**src/rtl/hold_request_ctrl.sv**
```systemverilog
// Purpose: initiator side of the hold-timer handshake; latches a value, clears and runs the timer, signals completion or watchdog error.
// Latency: every output is registered and changes one clk_50M cycle after the deciding edge; o_Ack follows i_Req by one cycle.
// Backpressure: i_Req is honoured only in IDLE; a requester holds i_Req/i_Data until o_Ack, and a busy block simply withholds o_Ack.
module hold_request_ctrl #(
    parameter int DATA_W    = 6,
    parameter int WD_CYCLES = 110_000_000,
    parameter int WD_W      = 27
) (
    input  logic              clk_50M,
    input  logic              i_Reset,
    input  logic              i_Req,
    input  logic [DATA_W-1:0] i_Data,
    input  logic              i_Abort,
    input  logic              i_TwoSec,
    output logic              o_Ack,
    output logic              o_Zero,
    output logic              o_Active,
    output logic [DATA_W-1:0] o_Data,
    output logic              o_Valid,
    output logic              o_Done,
    output logic              o_Error
);

    typedef enum logic [2:0] {
        S_IDLE     = 3'd0,
        S_CLEAR    = 3'd1,
        S_WAIT_LOW = 3'd2,
        S_RUN      = 3'd3,
        S_DONE     = 3'd4
    } state_t;

    // Last watchdog count before the timer is declared dead.
    localparam logic [WD_W-1:0] WD_LAST = WD_W'(WD_CYCLES - 1);

    state_t            r_State;
    logic [WD_W-1:0]   r_Wd;
    logic              r_Ack;
    logic              r_Zero;
    logic              r_Active;
    logic [DATA_W-1:0] r_Data;
    logic              r_Valid;
    logic              r_Done;
    logic              r_Error;

    logic              w_WdTerm;
    logic [WD_W-1:0]   w_WdNext;

    // Watchdog terminal detect and saturating increment (never wraps).
    assign w_WdTerm = (r_Wd == WD_LAST);
    assign w_WdNext = w_WdTerm ? r_Wd : (r_Wd + WD_W'(1));

    // Control FSM with registered outputs; abort beats expiry, expiry beats watchdog.
    always_ff @(posedge clk_50M or posedge i_Reset) begin
        if (i_Reset) begin
            r_State  <= S_IDLE;
            r_Wd     <= '0;
            r_Ack    <= 1'b0;
            r_Zero   <= 1'b0;
            r_Active <= 1'b0;
            r_Data   <= '0;
            r_Valid  <= 1'b0;
            r_Done   <= 1'b0;
            r_Error  <= 1'b0;
        end else begin
            // Pulse outputs default low so each is high for exactly one cycle.
            r_Ack  <= 1'b0;
            r_Zero <= 1'b0;
            r_Done <= 1'b0;

            case (r_State)
                S_IDLE: begin
                    r_Active <= 1'b0;
                    if (i_Req) begin
                        r_Data  <= i_Data;
                        r_Ack   <= 1'b1;
                        r_Valid <= 1'b1;
                        r_Error <= 1'b0;
                        r_Wd    <= '0;
                        r_State <= S_CLEAR;
                    end
                end

                S_CLEAR: begin
                    if (i_Abort) begin
                        r_Active <= 1'b0;
                        r_Valid  <= 1'b0;
                        r_State  <= S_IDLE;
                    end else begin
                        r_Zero  <= 1'b1;
                        r_State <= S_WAIT_LOW;
                    end
                end

                S_WAIT_LOW: begin
                    // Wait for a stale expiry from a previous hold to clear.
                    if (i_Abort) begin
                        r_Active <= 1'b0;
                        r_Valid  <= 1'b0;
                        r_State  <= S_IDLE;
                    end else if (!i_TwoSec) begin
                        r_Wd     <= w_WdNext;
                        r_Active <= 1'b1;
                        r_State  <= S_RUN;
                    end else if (w_WdTerm) begin
                        r_Error  <= 1'b1;
                        r_Active <= 1'b0;
                        r_Valid  <= 1'b0;
                        r_State  <= S_IDLE;
                    end else begin
                        r_Wd <= w_WdNext;
                    end
                end

                S_RUN: begin
                    if (i_Abort) begin
                        r_Active <= 1'b0;
                        r_Valid  <= 1'b0;
                        r_State  <= S_IDLE;
                    end else if (i_TwoSec) begin
                        r_Done   <= 1'b1;
                        r_Active <= 1'b0;
                        r_Valid  <= 1'b0;
                        r_State  <= S_DONE;
                    end else if (w_WdTerm) begin
                        r_Error  <= 1'b1;
                        r_Active <= 1'b0;
                        r_Valid  <= 1'b0;
                        r_State  <= S_IDLE;
                    end else begin
                        r_Wd     <= w_WdNext;
                        r_Active <= 1'b1;
                    end
                end

                S_DONE: begin
                    // One idle cycle always separates o_Done from the next o_Ack.
                    r_Active <= 1'b0;
                    r_Valid  <= 1'b0;
                    r_State  <= S_IDLE;
                end

                default: begin
                    r_Active <= 1'b0;
                    r_Valid  <= 1'b0;
                    r_State  <= S_IDLE;
                end
            endcase
        end
    end

    assign o_Ack    = r_Ack;
    assign o_Zero   = r_Zero;
    assign o_Active = r_Active;
    assign o_Data   = r_Data;
    assign o_Valid  = r_Valid;
    assign o_Done   = r_Done;
    assign o_Error  = r_Error;

endmodule

```
**config.mk**
```make
export PLATFORM = sky130hd
export DESIGN_NAME = hold_request_ctrl
export DESIGN_NICKNAME = d
export VERILOG_FILES = /design/src/rtl/hold_request_ctrl.sv
export SDC_FILE = /design/constraint.sdc
export NUM_CORES = 1
export LEC_CHECK = 0
export BUFFER_PORTS_ARGS = -buffer_cell sky130_fd_sc_hd__buf_2
export CORE_UTILIZATION = 37
export DETAILED_ROUTE_END_ITERATION = 12
export PLACE_DENSITY = 0.61
export SYNTH_ARGS = -nofsm -noshare
export SYNTH_HDL_FRONTEND = slang
export SYNTH_SLANG_ARGS = --single-unit
```
**constraint.sdc**
```tcl
create_clock -name clk_50M -period 5.67 [get_ports clk_50M]
set_clock_uncertainty 0.1 [all_clocks]
set_input_delay 0.2835 -clock clk_50M [delete_from_list [all_inputs] [get_ports clk_50M]]
set_output_delay 0.2835 -clock clk_50M [all_outputs]
set_load 0.01 [all_outputs]
```
==> results.txt <==
The number of gates resized after CTS was 0. Setup repair after global routing left no endpoint under its margin. The area of the placeable core is 6060 µm², and the starting DRC count in detailed routing is 90. The path class of the tightest hold or removal check is input pin to asynchronous set/reset pin. The run gives 9410 µm as the wire length of the first global-routing pass. The logs give 0 for the hold buffer count at CTS and 44 for the count of distinct cell types in the synthesized netlist. The tools report the number of hold violations in the final report as 6. The weighted congestion reported at the end of routability-driven placement was 0.843; the I/O pin count was 23. For the power share of the sequential group, the log shows 46.6%. By startpoint and endpoint, the worst setup path is classified as register to register. The run gives 18.3% as the global-route usage over all layers. After clock tree synthesis, the clock-pin slew on the worst setup and hold paths is 90 ps. The top cell type by area accounts for 44.3% of the synthesized area. In the routed design, unresolved DRC markers number 0. Power spread over the standard cell area amounts to 312 nW/µm². The final wirelength came out at 5510 µm.

The total clock buffers created by CTS came out at 5. VDD sags by at most 0.180 mV. After detailed routing, the met3 layer carries 171 µm of wire.

For this block, wires on met1 add up to 2840 µm. The final setup violation count was 0; the clock power share was 29.0%. The top fanout value on the critical path is 30. In this run the number of H-tree levels came out at 2. In this run the critical register-to-register path is launched from r_State[0]$_DFFE_PP0P_. The number of nets in the synthesized netlist is 281. Input and output buffers added on the ports amount to 22. At the end of the flow, the number of nets in the layout was 298. The cell leakage power is 1.13 nW, and the clock insertion delay at the later pin of the skew report is 300 ps. The final reports fail on negative hold slack. Relative to the synthesized area, the layout overhead comes to 11.1%.

The layout has 606 filler cells. For the register-to-register setup slack, the log shows 2870 ps. Measured along the x axis, the die boundary spans 82.1 µm. Counting flops and latches in the post-synthesis netlist gives 42. For the diode insertion count for antenna repair, the log shows 0. The post-detailed-route via-to-cell ratio was 5.83. Once layout is done, the placed cells without fillers occupy 2640 µm². Dividing the synthesized area by the synthesized cell count gives 8.82 µm². The post-synthesis async set-or-reset flop share was 100%; the total standard cell area after synthesis was 2370 µm². The floorplan step defined a die boundary enclosing 6740 µm².

The detail-routed net length per standard cell is 15.2 µm, and the slew of the pin with the lowest slew margin is 1200 ps. The most used flip-flop cell after synthesis is dfrtp_1. Fraction of final layout cells sized beyond drive strength 1: 12.2%. The cell area after placement is 2530 µm². The detailed router used layers up to and including met4.

Before antenna repair, the detailed router went through 5 iterations. Portion of the clock cycle consumed by the worst path in the final layout: 49.4%. Number of standard-cell rows in the floorplan: 28. The tools report the remaining global-route overflow as 0. For this run, the number of Yosys warnings is 0.

The proportion of synthesized chip area in sequential cells is 44.3%, and the switching fraction of total power is 32.7%. The biggest area contributor in the post-synthesis netlist is dfrtp_1. The maximum clock insertion buffer count came out at 2. Counting instances in the post-synthesis netlist gives the leading cell types as 42 x dfrtp_1, 39 x nand2_1, 20 x a21oi_1. The final count of pins violating max slew was 0. TritonCTS built the clock tree.

For the maximum number of pins on one net before global-route repair, the log shows 43. Worst hold-check slack: -9.28 ps. The reported net switching power is 0.269 mW. For the final routed database, the setup TNS stands at 0 ps. The combinational cell fraction of total power was 24.3%. The number of sinks on the clock net was 42. The worst-case headroom to the max-slew limit is 19.2%, and the total vias in the final route is 2,112. The number of enable flip-flop cells after synthesis is 0, and the data required time at the worst endpoint is 5770 ps. After synthesis, the cell types taking the most area are dfrtp_1 44%, nand2_1 6.2%, or4_1 5.4%, o31ai_1 4.4%, a21oi_1 4.2%.

Data on the critical path arrives at its endpoint at 2900 ps. STA classifies the critical path startpoint as a register. Once detail routing completed, the nets flagged for antenna violations numbered 0.

The number of global-route vias before repair is 1,947. The post-CTS setup-driven buffer insertion count came out at 0. The routed design could run at a clock period as short as 2800 ps.

The tools report the upper clock frequency limit as 0.357 GHz. The clock root buffer master was clkbuf_8. The run finished, with violations left. After detailed routing, the met2 layer carries 2430 µm of wire.

Internal power of the cells: 0.553 mW. The most common cell in the synthesized netlist is dfrtp_1. The tools report the number of antenna violations at the first check in global routing as 0. Once the floorplan was initialized, standard cells occupied 39.2% of the core. In this run the worst setup path begins at r_State[0]$_DFFE_PP0P_. The die height is 82.1 µm. For the number of max-capacitance violations reported, the log shows 0. The number of instances in the synthesized netlist is 269.

The worst setup path is captured at a register. The tools report the HPWL after detailed placement as 3670 µm.
## path summary, 6_finish.rpt
path / cells after the start / to
max: 5 / r_Wd[2]$_DFFE_PP0P_
min: 3 / o_Data[3]$_DFFE_PP0P_
max reg2reg: 5 / r_Wd[2]$_DFFE_PP0P_
min reg2reg: 2 / o_Data[4]$_DFFE_PP0P_
max in group asynchronous: 3 / r_Wd[20]$_DFFE_PP0P_
min in group clk_50M: 3 / o_Data[1]$_DFFE_PP0P_
## metal layers
layer	vias to the layer above	track usage, %
met3	6	3.63
met5	-	0
li1	1053	-
met1	1018	25.7
met4	0	5.26
met2	35	28.4
## sequential cells by signal, indices dropped and copies added (netlist names)
signal / count
o_Done: 1
o_Active: 1
o_Valid: 1
o_Data: 6
o_Ack: 1
o_Zero: 1
r_State: 3
o_Error: 1
r_Wd: 27
## layout by cell type (no fill, tap or decap), types with 7 or more instances in the layout
| cell | Yosys | final |
|---|---|---|
| nor2_1 | 14 | 14 |
| o31ai_1 | 14 | 14 |
| a21oi_1 | 20 | 20 |
| buf_2 | 1 | 22 |
| nand4_1 | 9 | 9 |
| or4_1 | 17 | 17 |
| and4_1 | 7 | 7 |
| nand3_1 | 15 | 15 |
| dfrtp_1 | 42 | 42 |
| nand2_1 | 39 | 39 |
## critical path: stages, from the launching register on
cell and delay [ps]:
dfrtp_1 520, nor2_1 200, nand3_1 560, inv_1 960, nor2_1 70, a41o_1 260
## power groups by stage
stage / combinational, mW / clock (mW) / sequential, mW
4_1_cts: 0.203 / 0.244 / 0.383
5_1_grt: 0.226 / 0.260 / 0.392
3_3_place_gp: 0.199 / 0 / 0.388
6_report: 0.200 / 0.239 / 0.383
3_5_place_dp: 0.201 / 0 / 0.389
2_1_floorplan: 0.127 / 0 / 0.395
## kinds of logic after synthesis
| logic type | synth area share [%] |
|---|---|
| AO/OA/AOI/OAI | 18.9 |
| buffers and inverters | 4.01 |
| AND/OR/NAND/NOR | 31.4 |
| adder cells (fa/ha/maj) | 0.527 |
| multiplexers | 0.843 |
| flip-flops | 44.3 |
## stage by stage
stage	power (mW)	util, %	setup slack, ps	std cells
floorplan	0.522	-	3490	269
detailed placement	0.590	41.7	2820	354
finish	0.822	43.5	2870	362
global placement	0.587	41.7	2900	354
CTS	0.830	43.5	2830	362
global route	0.878	43.5	2590	362
## final cells by class
type	instances	area (µm²)	share of cell area (%)
clock buffers	6	72.6	2.75
clock inverters	2	37.5	1.42
inverters	8	30.0	1.14
multi-input cells	205	1230	46.5
flip-flops and latches	42	1050	39.8
well taps	75	93.8	3.56
repair buffers	24	125	4.74
(Power assumes the default switching activity.)
